## src/rtl/bcd_to_binary_seq_pkg.sv

```systemverilog
// Shared constants for the iterative BCD-to-binary converter: FSM encodings,
// BCD digit limits and the reverse double-dabble correction values.
package bcd_to_binary_seq_pkg;

  localparam logic [1:0] ST_IDLE = 2'd0;
  localparam logic [1:0] ST_CONV = 2'd1;
  localparam logic [1:0] ST_FIN  = 2'd2;

  localparam int         BCD_DIGIT_W   = 4;
  localparam logic [3:0] BCD_MAX_DIGIT = 4'd9;
  localparam logic [3:0] CORR_THRESH   = 4'd8;
  localparam logic [3:0] CORR_SUB      = 4'd3;

  function automatic logic digit_invalid(input logic [3:0] d);
    return d > BCD_MAX_DIGIT;
  endfunction

endpackage

```

## src/rtl/bcd_to_binary_seq_if.sv

```systemverilog
// Start/busy/done handshake and data bus between operand entry and the converter.
interface bcd_to_binary_seq_if #(
  parameter int DIGITS = 4,
  parameter int BIN_W  = 14
);
  logic                  start;
  logic [4*DIGITS-1:0]   bcd_in;
  logic                  busy;
  logic                  done;
  logic [BIN_W-1:0]      binary_out;
  logic                  err;
  logic                  ovf;

  modport master (
    output start, bcd_in,
    input  busy, done, binary_out, err, ovf
  );

  modport slave (
    input  start, bcd_in,
    output busy, done, binary_out, err, ovf
  );
endinterface

```

## src/rtl/bcd_digit_sub3.sv

```systemverilog
// One reverse double-dabble correction cell: subtract 3 from a BCD digit that is >= 8.
module bcd_digit_sub3
  import bcd_to_binary_seq_pkg::*;
(
  input  logic [3:0] d_in,
  output logic [3:0] d_out
);

  // A digit >= 8 can never borrow when reduced by 3.
  assign d_out = (d_in >= CORR_THRESH) ? (d_in - CORR_SUB) : d_in;

endmodule

```

## src/rtl/bcd_to_binary_seq.sv

```systemverilog
// Iterative BCD-to-binary converter, one shift/correct step per clock.
// Optional build macro RANGE_CHECK_EN adds the ovf comparison against MAX_VALUE.
module bcd_to_binary_seq
  import bcd_to_binary_seq_pkg::*;
#(
  parameter int          DIGITS    = 4,
  parameter int          BIN_W     = 14,
  parameter int unsigned MAX_VALUE = 255
) (
  input  logic                 clk,
  input  logic                 rst,
  bcd_to_binary_seq_if.slave   bus
);

  localparam int BCD_W = DIGITS * BCD_DIGIT_W;
  localparam int CAT_W = BCD_W + BIN_W;
  localparam int CNT_W = $clog2(BIN_W + 1);

  // Catch parameter sets that cannot hold the largest decimal input or MAX_VALUE.
  if ((2 ** BIN_W) <= (10 ** DIGITS) - 1) begin : g_chk_width
    $error("BIN_W too small for DIGITS");
  end
  if (MAX_VALUE >= (2 ** BIN_W)) begin : g_chk_max
    $error("MAX_VALUE not representable in BIN_W bits");
  end

  logic [1:0]       state_q,  state_d;
  logic [BCD_W-1:0] bcd_q,    bcd_d;
  logic [BIN_W-1:0] bin_q,    bin_d;
  logic [CNT_W-1:0] cnt_q,    cnt_d;
  logic             busy_q,   busy_d;
  logic             done_q,   done_d;
  logic [BIN_W-1:0] result_q, result_d;
  logic             err_q,    err_d;
  logic             ovf_q,    ovf_d;

  logic [CAT_W-1:0] cat_shift;
  logic [BCD_W-1:0] bcd_shift;
  logic [BCD_W-1:0] bcd_corr;
  logic [BIN_W-1:0] bin_shift;
  logic             any_bad;
  logic             ovf_calc;

  // {bcd, bin} shifts right as one register; the digits are then corrected in parallel.
  assign cat_shift = {bcd_q, bin_q} >> 1;
  assign bcd_shift = cat_shift[CAT_W-1:BIN_W];
  assign bin_shift = cat_shift[BIN_W-1:0];

  for (genvar g = 0; g < DIGITS; g++) begin : g_corr
    bcd_digit_sub3 u_sub3 (
      .d_in  (bcd_shift[g*BCD_DIGIT_W +: BCD_DIGIT_W]),
      .d_out (bcd_corr[g*BCD_DIGIT_W +: BCD_DIGIT_W])
    );
  end

  always_comb begin
    any_bad = 1'b0;
    for (int i = 0; i < DIGITS; i++) begin
      any_bad = any_bad | digit_invalid(bus.bcd_in[i*BCD_DIGIT_W +: BCD_DIGIT_W]);
    end
  end

`ifdef RANGE_CHECK_EN
  assign ovf_calc = 32'(bin_shift) > MAX_VALUE;
`else
  assign ovf_calc = 1'b0;
`endif

  always_comb begin
    state_d  = state_q;
    bcd_d    = bcd_q;
    bin_d    = bin_q;
    cnt_d    = cnt_q;
    busy_d   = 1'b0;
    done_d   = 1'b0;
    result_d = result_q;
    err_d    = err_q;
    ovf_d    = ovf_q;

    case (state_q)
      ST_IDLE: begin
        if (bus.start) begin
          bcd_d = bus.bcd_in;
          bin_d = '0;
          cnt_d = '0;
          if (any_bad) begin
            state_d  = ST_FIN;
            done_d   = 1'b1;
            result_d = '0;
            err_d    = 1'b1;
            ovf_d    = 1'b0;
          end else begin
            state_d = ST_CONV;
            busy_d  = 1'b1;
          end
        end
      end
      ST_CONV: begin
        bcd_d = bcd_corr;
        bin_d = bin_shift;
        cnt_d = cnt_q + CNT_W'(1);
        // The final step's shifted value is the result latched on entry to FIN.
        if (cnt_q == CNT_W'(BIN_W - 1)) begin
          state_d  = ST_FIN;
          done_d   = 1'b1;
          result_d = bin_shift;
          err_d    = 1'b0;
          ovf_d    = ovf_calc;
        end else begin
          busy_d = 1'b1;
        end
      end
      ST_FIN: begin
        state_d = ST_IDLE;
      end
      default: begin
        state_d = ST_IDLE;
      end
    endcase
  end

  always_ff @(posedge clk or posedge rst) begin
    if (rst) begin
      state_q  <= ST_IDLE;
      bcd_q    <= '0;
      bin_q    <= '0;
      cnt_q    <= '0;
      busy_q   <= 1'b0;
      done_q   <= 1'b0;
      result_q <= '0;
      err_q    <= 1'b0;
      ovf_q    <= 1'b0;
    end else begin
      state_q  <= state_d;
      bcd_q    <= bcd_d;
      bin_q    <= bin_d;
      cnt_q    <= cnt_d;
      busy_q   <= busy_d;
      done_q   <= done_d;
      result_q <= result_d;
      err_q    <= err_d;
      ovf_q    <= ovf_d;
    end
  end

  assign bus.busy       = busy_q;
  assign bus.done       = done_q;
  assign bus.binary_out = result_q;
  assign bus.err        = err_q;
  assign bus.ovf        = ovf_q;

endmodule

```

## src/flat_wrapper.sv

```systemverilog
// flat-port wrapper written by rule: the top's interface ports become plain ports
module bcd_to_binary_seq_flat import bcd_to_binary_seq_pkg::*;
#(
  parameter int          DIGITS    = 4,
  parameter int          BIN_W     = 14,
  parameter int unsigned MAX_VALUE = 255
)
  (clk, rst, bus_start, bus_bcd_in, bus_busy, bus_done, bus_binary_out, bus_err, bus_ovf);
  bcd_to_binary_seq_if #(.DIGITS(DIGITS), .BIN_W(BIN_W)) bus_i ();
  input  logic clk;
  input  logic rst;
  input wire logic [$bits(bus_i.start)-1:0] bus_start;
  input wire logic [$bits(bus_i.bcd_in)-1:0] bus_bcd_in;
  output wire logic [$bits(bus_i.busy)-1:0] bus_busy;
  output wire logic [$bits(bus_i.done)-1:0] bus_done;
  output wire logic [$bits(bus_i.binary_out)-1:0] bus_binary_out;
  output wire logic [$bits(bus_i.err)-1:0] bus_err;
  output wire logic [$bits(bus_i.ovf)-1:0] bus_ovf;
  assign bus_i.start = bus_start;
  assign bus_i.bcd_in = bus_bcd_in;
  assign bus_busy = bus_i.busy;
  assign bus_done = bus_i.done;
  assign bus_binary_out = bus_i.binary_out;
  assign bus_err = bus_i.err;
  assign bus_ovf = bus_i.ovf;
  bcd_to_binary_seq #(.DIGITS(DIGITS), .BIN_W(BIN_W), .MAX_VALUE(MAX_VALUE)) u_core (.clk(clk), .rst(rst), .bus(bus_i));
endmodule
```

## config.mk

```make
export PLATFORM = sky130hd
export DESIGN_NAME = bcd_to_binary_seq_flat
export DESIGN_NICKNAME = d
export VERILOG_FILES = /design/src/rtl/bcd_to_binary_seq_pkg.sv /design/src/rtl/bcd_to_binary_seq_if.sv /design/src/rtl/bcd_digit_sub3.sv /design/src/rtl/bcd_to_binary_seq.sv /design/src/flat_wrapper.sv
export SDC_FILE = /design/constraint.sdc
export NUM_CORES = 1
export LEC_CHECK = 0
export BUFFER_PORTS_ARGS = -buffer_cell sky130_fd_sc_hd__buf_2
export CORE_AREA = 2 2 87 89
export CTS_BUF_LIST = sky130_fd_sc_hd__clkbuf_8
export DETAILED_ROUTE_END_ITERATION = 6
export DIE_AREA = 0 0 89 91
export HOLD_SLACK_MARGIN = 0.03
export SYNTH_ARGS = -nofsm -noshare
export SYNTH_HDL_FRONTEND = slang
export SYNTH_SLANG_ARGS = --single-unit
```

## constraint.sdc

```tcl
create_clock -name clk -period 3.9 [get_ports clk]
set_input_delay 0.39 -clock clk [delete_from_list [all_inputs] [get_ports clk]]
set_output_delay 0.39 -clock clk [all_outputs]
set_load 0.02 [all_outputs]
```

==> flow_metrics.tcl, run 1 <==
set metrics [dict create \
    critPathLaunchType "register" \
    maxCapViolCount 0 \
    end_kind "register" \
    cts_root_buf "clkbuf_8" \
    chipHeight_um 91 \
    grt_pass1_vias 1723 \
    worst_pin_slew_ps 1000 \
    peakVddDrop_mv 0.204 \
    clk_path_buf_depth 2 \
    grt_max_degree 53 \
    clock_skew_ps 3.68 \
    final_cell_mix "dfrtp_1 (52), buf_2 (35), a22o_1 (29)" \
    combPwrFrac 0.266 \
    cts.htree.levels 2 \
    diodes 0 \
    dr.max_layer_used "met4" \
    max_stage_delay_ps 830 \
    critPathSlowestCell "nor2_1" \
    dp_hpwl_um 3230 \
    gp_congestion 0.800 \
    hold_buffers 0 \
    syn_nets 245 \
    dp_cells 341 \
    hold_path_class "primary input to asynchronous set/reset pin" \
    fin_crit_ps 2270 \
    relSlewSlack 0.328 \
    drt_iter0_drc 89 \
    ys_ff_latch 52 \
    route.detailed.drc 0 \
    rows 31 \
    hold_slack_ps 241 \
    sw_frac_of_total 0.368 \
    p_switching_mw 0.556 \
    rsz0062_at_grt "no" \
    clk_pin_slew_worst_paths_ps 100 \
    drive_above_1_share 0.208 \
    wl_met2_um 2280 \
    synth_cell_type_count 34 \
    syn_area_mm2 0.00243 \
    dieArea_mm2 0.00810 \
    seq_area_frac_synth 0.535 \
    post_cts_buffers 0 \
    cp_num_buf_inv 1 \
    p_seq_frac 0.519 \
    vias 1715 \
    ios 37 \
    finalSetupTns_ps 0 \
    wl_per_cell_um 13.7 \
    ant_nets 0 \
    fin_cells 349 \
    viasPerCell 4.91 \
    grtUsageTotal 0.130 \
    syn_to_final_growth_pct 13.5 \
    die_w_um 89 \
    ys_warn_count 0 \
    hold_viol 0 \
    status "complete, no violations" \
    cts_inserted_buffers 5 \
    grt_pass1_wl_um 8340 \
    yosys.area_share.simple 0.0993 \
    synth_top_family_by_area "compound AO/OA/AOI/OAI gates" \
    fp.coreArea_mm2 0.00714 \
    cts_tree "yes" \
    synth_compound_area_frac 0.220 \
    met1_length_um 2240 \
    numPortBuffers 35 \
    antenna_found_initial 0 \
    cts_resized 0 \
    setup_viol 0 \
    cts_sinks 52 \
    initial_core_util 0.341 \
    met3_length_um 229 \
    syn-instance-count 218 \
    p_int_mw 0.955 \
    cp.arrival_ps 2520 \
    crit_family "simple AND/OR/NAND/NOR gates" \
    drv_slew 0 \
    path_cells "inv_1, nor2_1, a32o_1" \
    r2r_setup_slack_ps 1630 \
    clock_latency_ps 310 \
    grt_overflow 0 \
    path_class "register to register" \
    synth.area.mux_share 0.0288 \
    mostFrequentLayoutCell "dfrtp_1" \
    worstPathRequired_ps 4150 \
    period_share 0.582 \
    syn_area_per_cell_um2 11.2 \
    finalWirelength_um 4800 \
    power.density_mw_per_mm2 548 \
    timing.fmax_mhz 440 \
    pwr-share-clk 0.215 \
    leakage_nw 1.36 \
    fin_nets 276 \
    first_pass_iters 4 \
    synthXorXnorAreaFrac 0.0216 \
    synthAdderAreaFrac 0.0412 \
    path_max_fanout 20 \
]
[final timing paths]
| check | from | endpoint | depth (start not counted) |
|---|---|---|---|
| worst max-delay path | u_core.state_q[0] | u_core.bus.binary_out[12] | 3 |
| worst min-delay path | rst | u_core.bus.binary_out[4] | 3 |
| max in group asynchronous | rst | u_core.bcd_q[5] | 3 |
| worst min register to register | u_core.bcd_q[13] | u_core.bcd_q[13] | 2 |
| min in group clk | bus_bcd_in[15] | u_core.bcd_q[15] | 2 |
| worst max register to register | u_core.state_q[0] | u_core.bus.binary_out[12] | 3 |
[logic make-up (layout without fill, tap and decap cells)]
| logic type | count (synthesis) | count (layout) |
|---|---|---|
| compound gates | 73 | 73 |
| xor+xnor | 6 | 6 |
| other cells | 1 | 1 |
| mux | 7 | 7 |
| fa+ha+maj | 8 | 8 |
| buf+inv | 26 | 58 |
| simple gates | 45 | 45 |
| flops | 52 | 52 |
[synth_stat cells]
cell type,count,area (um^2)
a21oi_4,1,16.3
nand4_1,1,6.26
a22oi_1,7,52.6
inv_1,13,48.8
o21bai_2,1,11.3
buf_2,6,30.0
ha_1,8,100
clkbuf_1,3,11.3
nand2b_1,3,18.8
nor2_2,1,6.26
nor2b_1,3,18.8
nand2b_4,1,13.8
nand3_1,2,10.0
nor3_1,2,10.0
o22a_1,1,8.76
o21ai_0,18,90.1
a32o_1,1,10.0
o31ai_4,1,21.3
buf_4,2,15.0
o21ai_1,4,20.0
conb_1,1,3.75
or2b_1,1,7.51
nand2_1,18,67.6
xor2_1,3,26.3
or3_1,2,12.5
a22o_1,29,254
dfrtp_1,52,1300
nor2_1,7,26.3
mux2i_1,7,70.1
nor3b_1,3,22.5
xnor2_1,3,26.3
a21oi_1,10,50.1
nand4_4,1,21.3
buf_6,2,22.5
[tightest hold or removal path, stage by stage]
cell and delay [ps]:
buf_2 100, inv_2 30, buf_4 520
[layout make-up]
class | count | area, um^2
fillers | 757 | 4380
flip-flops and latches | 52 | 1300
multi-input cells | 140 | 1000
repair buffers | 37 | 190
well taps | 99 | 124
clock buffers | 5 | 68.8
inverters | 13 | 48.8
clock inverters | 3 | 25.0
[through the flow]
step / area (um^2) / power [mW] / setup WS (ps) / util
floorplan: 2430 / 1.10 / 2250 / -
global placement: 2670 / 1.19 / 1740 / 0.374
detailed placement: 2670 / 1.20 / 1680 / 0.374
CTS: 2760 / 1.53 / 1620 / 0.387
global route: 2760 / 1.64 / 1370 / 0.387
finish: 2760 / 1.51 / 1630 / 0.387
[power groups by stage]
stage	Clock (mW)	Sequential (mW)	Combinational (mW)
2_1_floorplan	0	0.746	0.354
3_3_place_gp	0	0.791	0.396
3_5_place_dp	0	0.796	0.406
4_1_cts	0.338	0.785	0.409
5_1_grt	0.364	0.807	0.466
6_report	0.325	0.785	0.401
[per-layer routing]
metal  global-route usage  up-vias
li1                     -      829
met1                0.184      836
met2                0.197       45
met3               0.0282        5
met4               0.0398        0
met5                    0        -
[flip-flops by register name, summed over array words and instances (netlist names)]
name	count
u_core.bcd_q	16
u_core.state_q	2
u_core.bus.done	1
u_core.bin_q	13
u_core.bus.err	1
u_core.cnt_q	4
u_core.bus.busy	1
u_core.bus.binary_out	14
Note: power is estimated with default switching activity, not from simulation.
==> run 2, diff against run 1 <==
- clock period: 3.9 -> 2.3 ns (I/O delays scaled with it)
==> flow_metrics.tcl, run 2 (synthesis results as in run 1) <==
set metrics [dict create \
    dp_hpwl_um 3470 \
    path_class "register to register" \
    setup.worst_path.start "u_core.state_q[0]" \
    chipHeight_um 91 \
    path_max_fanout 11 \
    antenna_found_initial 0 \
    period_share 0.792 \
    fp.coreArea_mm2 0.00714 \
    fin_nets 285 \
    drt_iter0_drc 70 \
    maxCapViolCount 0 \
    leakage_nw 1.40 \
    largest_reg_flops 16 \
    rows 31 \
    cts_resized 0 \
    grtUsageTotal 0.134 \
    cts.htree.levels 2 \
    met3_usage 0.0282 \
    mostFrequentLayoutCell "dfrtp_1" \
    setup_viol 0 \
    rsz0062_at_grt "no" \
    cp.arrival_ps 2050 \
    timing.fmax_mhz 549 \
    setup_slack_ps 480 \
    r2r_setup_slack_ps 480 \
    grt_overflow 0 \
    die_w_um 89 \
    pre_cts_ws_ps 494 \
    gp_congestion 0.848 \
    dieArea_mm2 0.00810 \
    pwr-share-clk 0.205 \
    finalSetupTns_ps 0 \
    wl_per_cell_um 13.9 \
    numPortBuffers 35 \
    combPwrFrac 0.288 \
    viasPerCell 4.95 \
    peakVddDrop_mv 0.389 \
    relSlewSlack 0.364 \
    worst_pin_slew_ps 951 \
    r2r-end "u_core.bcd_q[6]" \
    sw_frac_of_total 0.363 \
    top_register "u_core.bcd_q" \
    ant_nets 0 \
    power.density_mw_per_mm2 913 \
    grt_pass1_vias 1760 \
    first_pass_iters 4 \
    cts_inserted_buffers 5 \
    cts_sinks 52 \
    grt_use_met1 0.200 \
    end_kind "register" \
    p_total_mw 2.58 \
    reg2regPathDepth 4 \
    p_switching_mw 0.937 \
    drive_above_1_share 0.228 \
    route.detailed.drc 0 \
    r2r-start "u_core.state_q[0]" \
    place_area_mm2 0.00273 \
    met2_usage 0.192 \
    clock_skew_ps 3.20 \
    p_int_mw 1.64 \
    worstPathRequired_ps 2520 \
    drv_slew 0 \
    hold_slack_ps 143 \
    finalWirelength_um 4970 \
    hold_viol 0 \
    initial_core_util 0.341 \
    fin_crit_ps 1820 \
    hold_path_class "primary input to register" \
    top_usage_layer "met1" \
    clk_pin_slew_worst_paths_ps 100 \
    status "complete, no violations" \
    vias 1773 \
    endpoint "u_core.bcd_q[6]" \
    syn_to_final_growth_pct 16.2 \
    final_area_mm2 0.00283 \
    cts_root_buf "clkbuf_8" \
    worstHoldStart "bus_bcd_in[15]" \
    diodes 0 \
    final_cell_mix "dfrtp_1 (52), buf_2 (35), a22o_1 (29)" \
    p_seq_frac 0.507 \
    ios 37 \
    clk_path_buf_depth 2 \
    grt_pass1_wl_um 8550 \
    grt_max_degree 26 \
    clock_latency_ps 310 \
    critPathLaunchType "register" \
    cts_tree "yes" \
]
## run 2: stage by stage
stage                     instances  utilization
after floorplan                 218            -
after global placement          349        0.382
after detailed placement        349        0.382
after CTS                       358        0.396
after global routing            358        0.396
final                           358        0.396
## run 2: layer usage
layer  vias to the layer above  share of wire
met3                         6          0.046
met2                        39           0.44
li1                        844              -
met4                         0          0.013
met1                       884           0.50
met5                         -              0
## run 2: layout make-up
class	count	area [um^2]
Multi-Input combinational cell	140	1000
Clock inverter	3	20.0
Clock buffer	5	68.8
Tap cell	99	124
Fill cell	736	4310
Timing Repair Buffer	46	260
Sequential cell	52	1300
Inverter	13	48.8
## run 2: repair_timing
action | CTS | global route
setup buffers | 0 | 0
hold buffers | 1 | 0
hold endpoints to repair | 23 | 0
## run 2: worst min-delay path by stage
| stage | cells past startpoint | endpoint | slack, ps |
|---|---|---|---|
| 2_1_floorplan | 1 | u_core.bcd_q[15] | 360 |
| 3_3_place_gp | 2 | u_core.bus.binary_out[3] | 290 |
| 4_1_cts | 2 | u_core.bcd_q[15] | 140 |
| 5_1_grt | 2 | u_core.bcd_q[15] | 150 |
| 6_report | 2 | u_core.bcd_q[15] | 140 |
| 3_5_place_dp | 2 | u_core.bus.binary_out[4] | 300 |
## run 2: power by group through the flow
stage	clock network (mW)	logic, mW	registers (mW)
6_report	0.529	0.743	1.31
5_1_grt	0.584	0.863	1.34
3_5_place_dp	0	0.751	1.32
2_1_floorplan	0	0.600	1.27
3_3_place_gp	0	0.736	1.32
4_1_cts	0.544	0.756	1.30
## run 2: worst max-delay path: stages (launching register included)
cell,delay [ps]
dfrtp_1,500
buf_4,240
nor2b_1,590
a22oi_1,190
o21ai_0,220
==> run 3, diff against run 2 <==
- ABC_AREA: default -> 1
- clock period: 2.3 -> 1.85 ns (I/O delays scaled with it)
==> flow_metrics.tcl, run 3 <==
set metrics [dict create \
    diodes 0 \
    syn_nets 295 \
    finalWirelength_um 5060 \
    fin_crit_ps 1590 \
    finalSetupTns_ps 0 \
    synth_edf_count 0 \
    place_area_mm2 0.00272 \
    rows 31 \
    ys_ff_latch 52 \
    wl_per_cell_um 12.5 \
    drt_iter0_drc 77 \
    worstPathRequired_ps 2050 \
    leakage_nw 1.43 \
    synth_top_area_cell "dfrtp_1" \
    die_w_um 89 \
    cts.htree.levels 2 \
    worstHoldStart "bus_bcd_in[12]" \
    hold_path_class "primary input to register" \
    mostFrequentLayoutCell "dfrtp_1" \
    top_register "u_core.bcd_q" \
    dp_hpwl_um 3470 \
    cts_sinks 52 \
    clk_path_buf_depth 2 \
    seq_area_frac_synth 0.533 \
    path_cells "buf_4, nand2_2, inv_2, nand2_1, nand2_1, nand2_2, nand2_1, nand2_1" \
    status "complete, no violations" \
    timing.fmax_mhz 628 \
    max_stage_delay_ps 430 \
    dp_cells 396 \
    fin_cells 405 \
    final_area_mm2 0.00283 \
    syn_to_final_growth_pct 15.9 \
    drv_slew 0 \
    crit_path_frequent_cell "nand2_1" \
    end_kind "register" \
    synth_most_common_cell "dfrtp_1" \
    cts_root_buf "clkbuf_8" \
    fin_nets 332 \
    syn_area_per_cell_um2 9.11 \
    setup_slack_ps 258 \
    hold_viol 0 \
    cts_inserted_buffers 5 \
    period_share 0.861 \
    setup_viol 0 \
    fillerInstances 753 \
    cp.arrival_ps 1800 \
    grt_pass1_vias 1813 \
    r2r-start "u_core.state_q[0]" \
    hold_depth 3 \
    critPathLaunchType "register" \
    ant_nets 0 \
    final_core_util 0.396 \
    path_max_fanout 17 \
    power.density_mw_per_mm2 1150 \
    fp.coreArea_mm2 0.00714 \
    clock_latency_ps 310 \
    cts_resized 0 \
    route.detailed.drc 0 \
    chipHeight_um 91 \
    async_flop_share 1.00 \
    largest_reg_flops 16 \
    ys_warn_count 0 \
    clk_pin_slew_worst_paths_ps 100 \
    dieArea_mm2 0.00810 \
    maxCapViolCount 0 \
    synthTopCellsByCount "dfrtp_1 (52), nand2_1 (36), inv_1 (32)" \
    synth_top_area_frac 0.533 \
    syn-instance-count 268 \
    synth.area.top_cells "dfrtp_1 (53%), nand2_1 (5.5%), inv_1 (4.9%)" \
    gp_congestion 0.817 \
    numPortBuffers 35 \
    critPathSlowestCell "dfrtp_1" \
    rsz0062_at_grt "no" \
    first_pass_iters 5 \
    vias 1890 \
    clock_skew_ps 9.62 \
    p_total_mw 3.26 \
    hold_slack_ps 151 \
    syn_area_mm2 0.00244 \
    final_cell_mix "dfrtp_1 (52), nand2_1 (36), buf_2 (35)" \
    synth_ff_type "dfrtp_1" \
    path_class "register to register" \
    grt_overflow 0 \
    ios 37 \
    grt_max_degree 53 \
    initial_core_util 0.342 \
    cts_tree "yes" \
    synth_cell_type_count 27 \
    pre_cts_ws_ps 250 \
    drive_above_1_share 0.206 \
    reg2regPathDepth 8 \
    setup.worst_path.start "u_core.state_q[0]" \
    peakVddDrop_mv 0.356 \
    grt_pass1_wl_um 8600 \
    viasPerCell 4.67 \
    grtUsageTotal 0.133 \
    antenna_found_initial 0 \
]
## run 3: cell type report
type / instances / area (um^2) / area share
Sequential cell: 52 / 1300 / 0.460
Multi-Input combinational cell: 165 / 907 / 0.321
Timing Repair Buffer: 45 / 265 / 0.0938
Inverter: 36 / 135 / 0.0478
Tap cell: 99 / 124 / 0.0438
Clock buffer: 5 / 68.8 / 0.0243
Clock inverter: 3 / 27.5 / 0.00973
## run 3: cells by family after synthesis
| logic type | share of synthesized area |
|---|---|
| simple gates | 0.172 |
| other cells | 0.00154 |
| flops | 0.533 |
| fa+ha+maj | 0.0410 |
| xor+xnor | 0.0108 |
| compound gates | 0.147 |
| buf+inv | 0.0953 |
## run 3: worst max-delay path: cells and delay by family (launching register included)
family,cells,cell delay [ps]
AND/OR/NAND/NOR,6,710
flip-flops,1,430
buffers and inverters,2,350
## run 3: power by group
group          internal (mW)  total [mW]  switching [mW]
clock                  0.279       0.686           0.408
sequential              1.38        1.55           0.169
combinational          0.368        1.03           0.662
## run 3: worst paths after layout
check | to | slack [ps]
max | u_core.bus.binary_out[7] | 260
min | u_core.bcd_q[12] | 150
max reg2reg | u_core.bus.binary_out[7] | 260
min reg2reg | u_core.bus.binary_out[1] | 470
max in group asynchronous | u_core.bcd_q[13] | 1150
min in group asynchronous | u_core.bcd_q[5] | 440
## run 3: repair_timing
| item | 4_1_cts | 5_1_grt |
|---|---|---|
| hold buffers | 1 | 0 |
| buffers inserted | 0 | 0 |
| hold endpoints to repair | 52 | 0 |
## run 3: routing by layer
metal,track usage,vias to the layer above,part of all wire
met1,0.187,896,0.48
met2,0.203,25,0.48
met5,0,-,0
met4,0.0423,0,0.011
li1,-,965,-
met3,0.0300,4,0.030
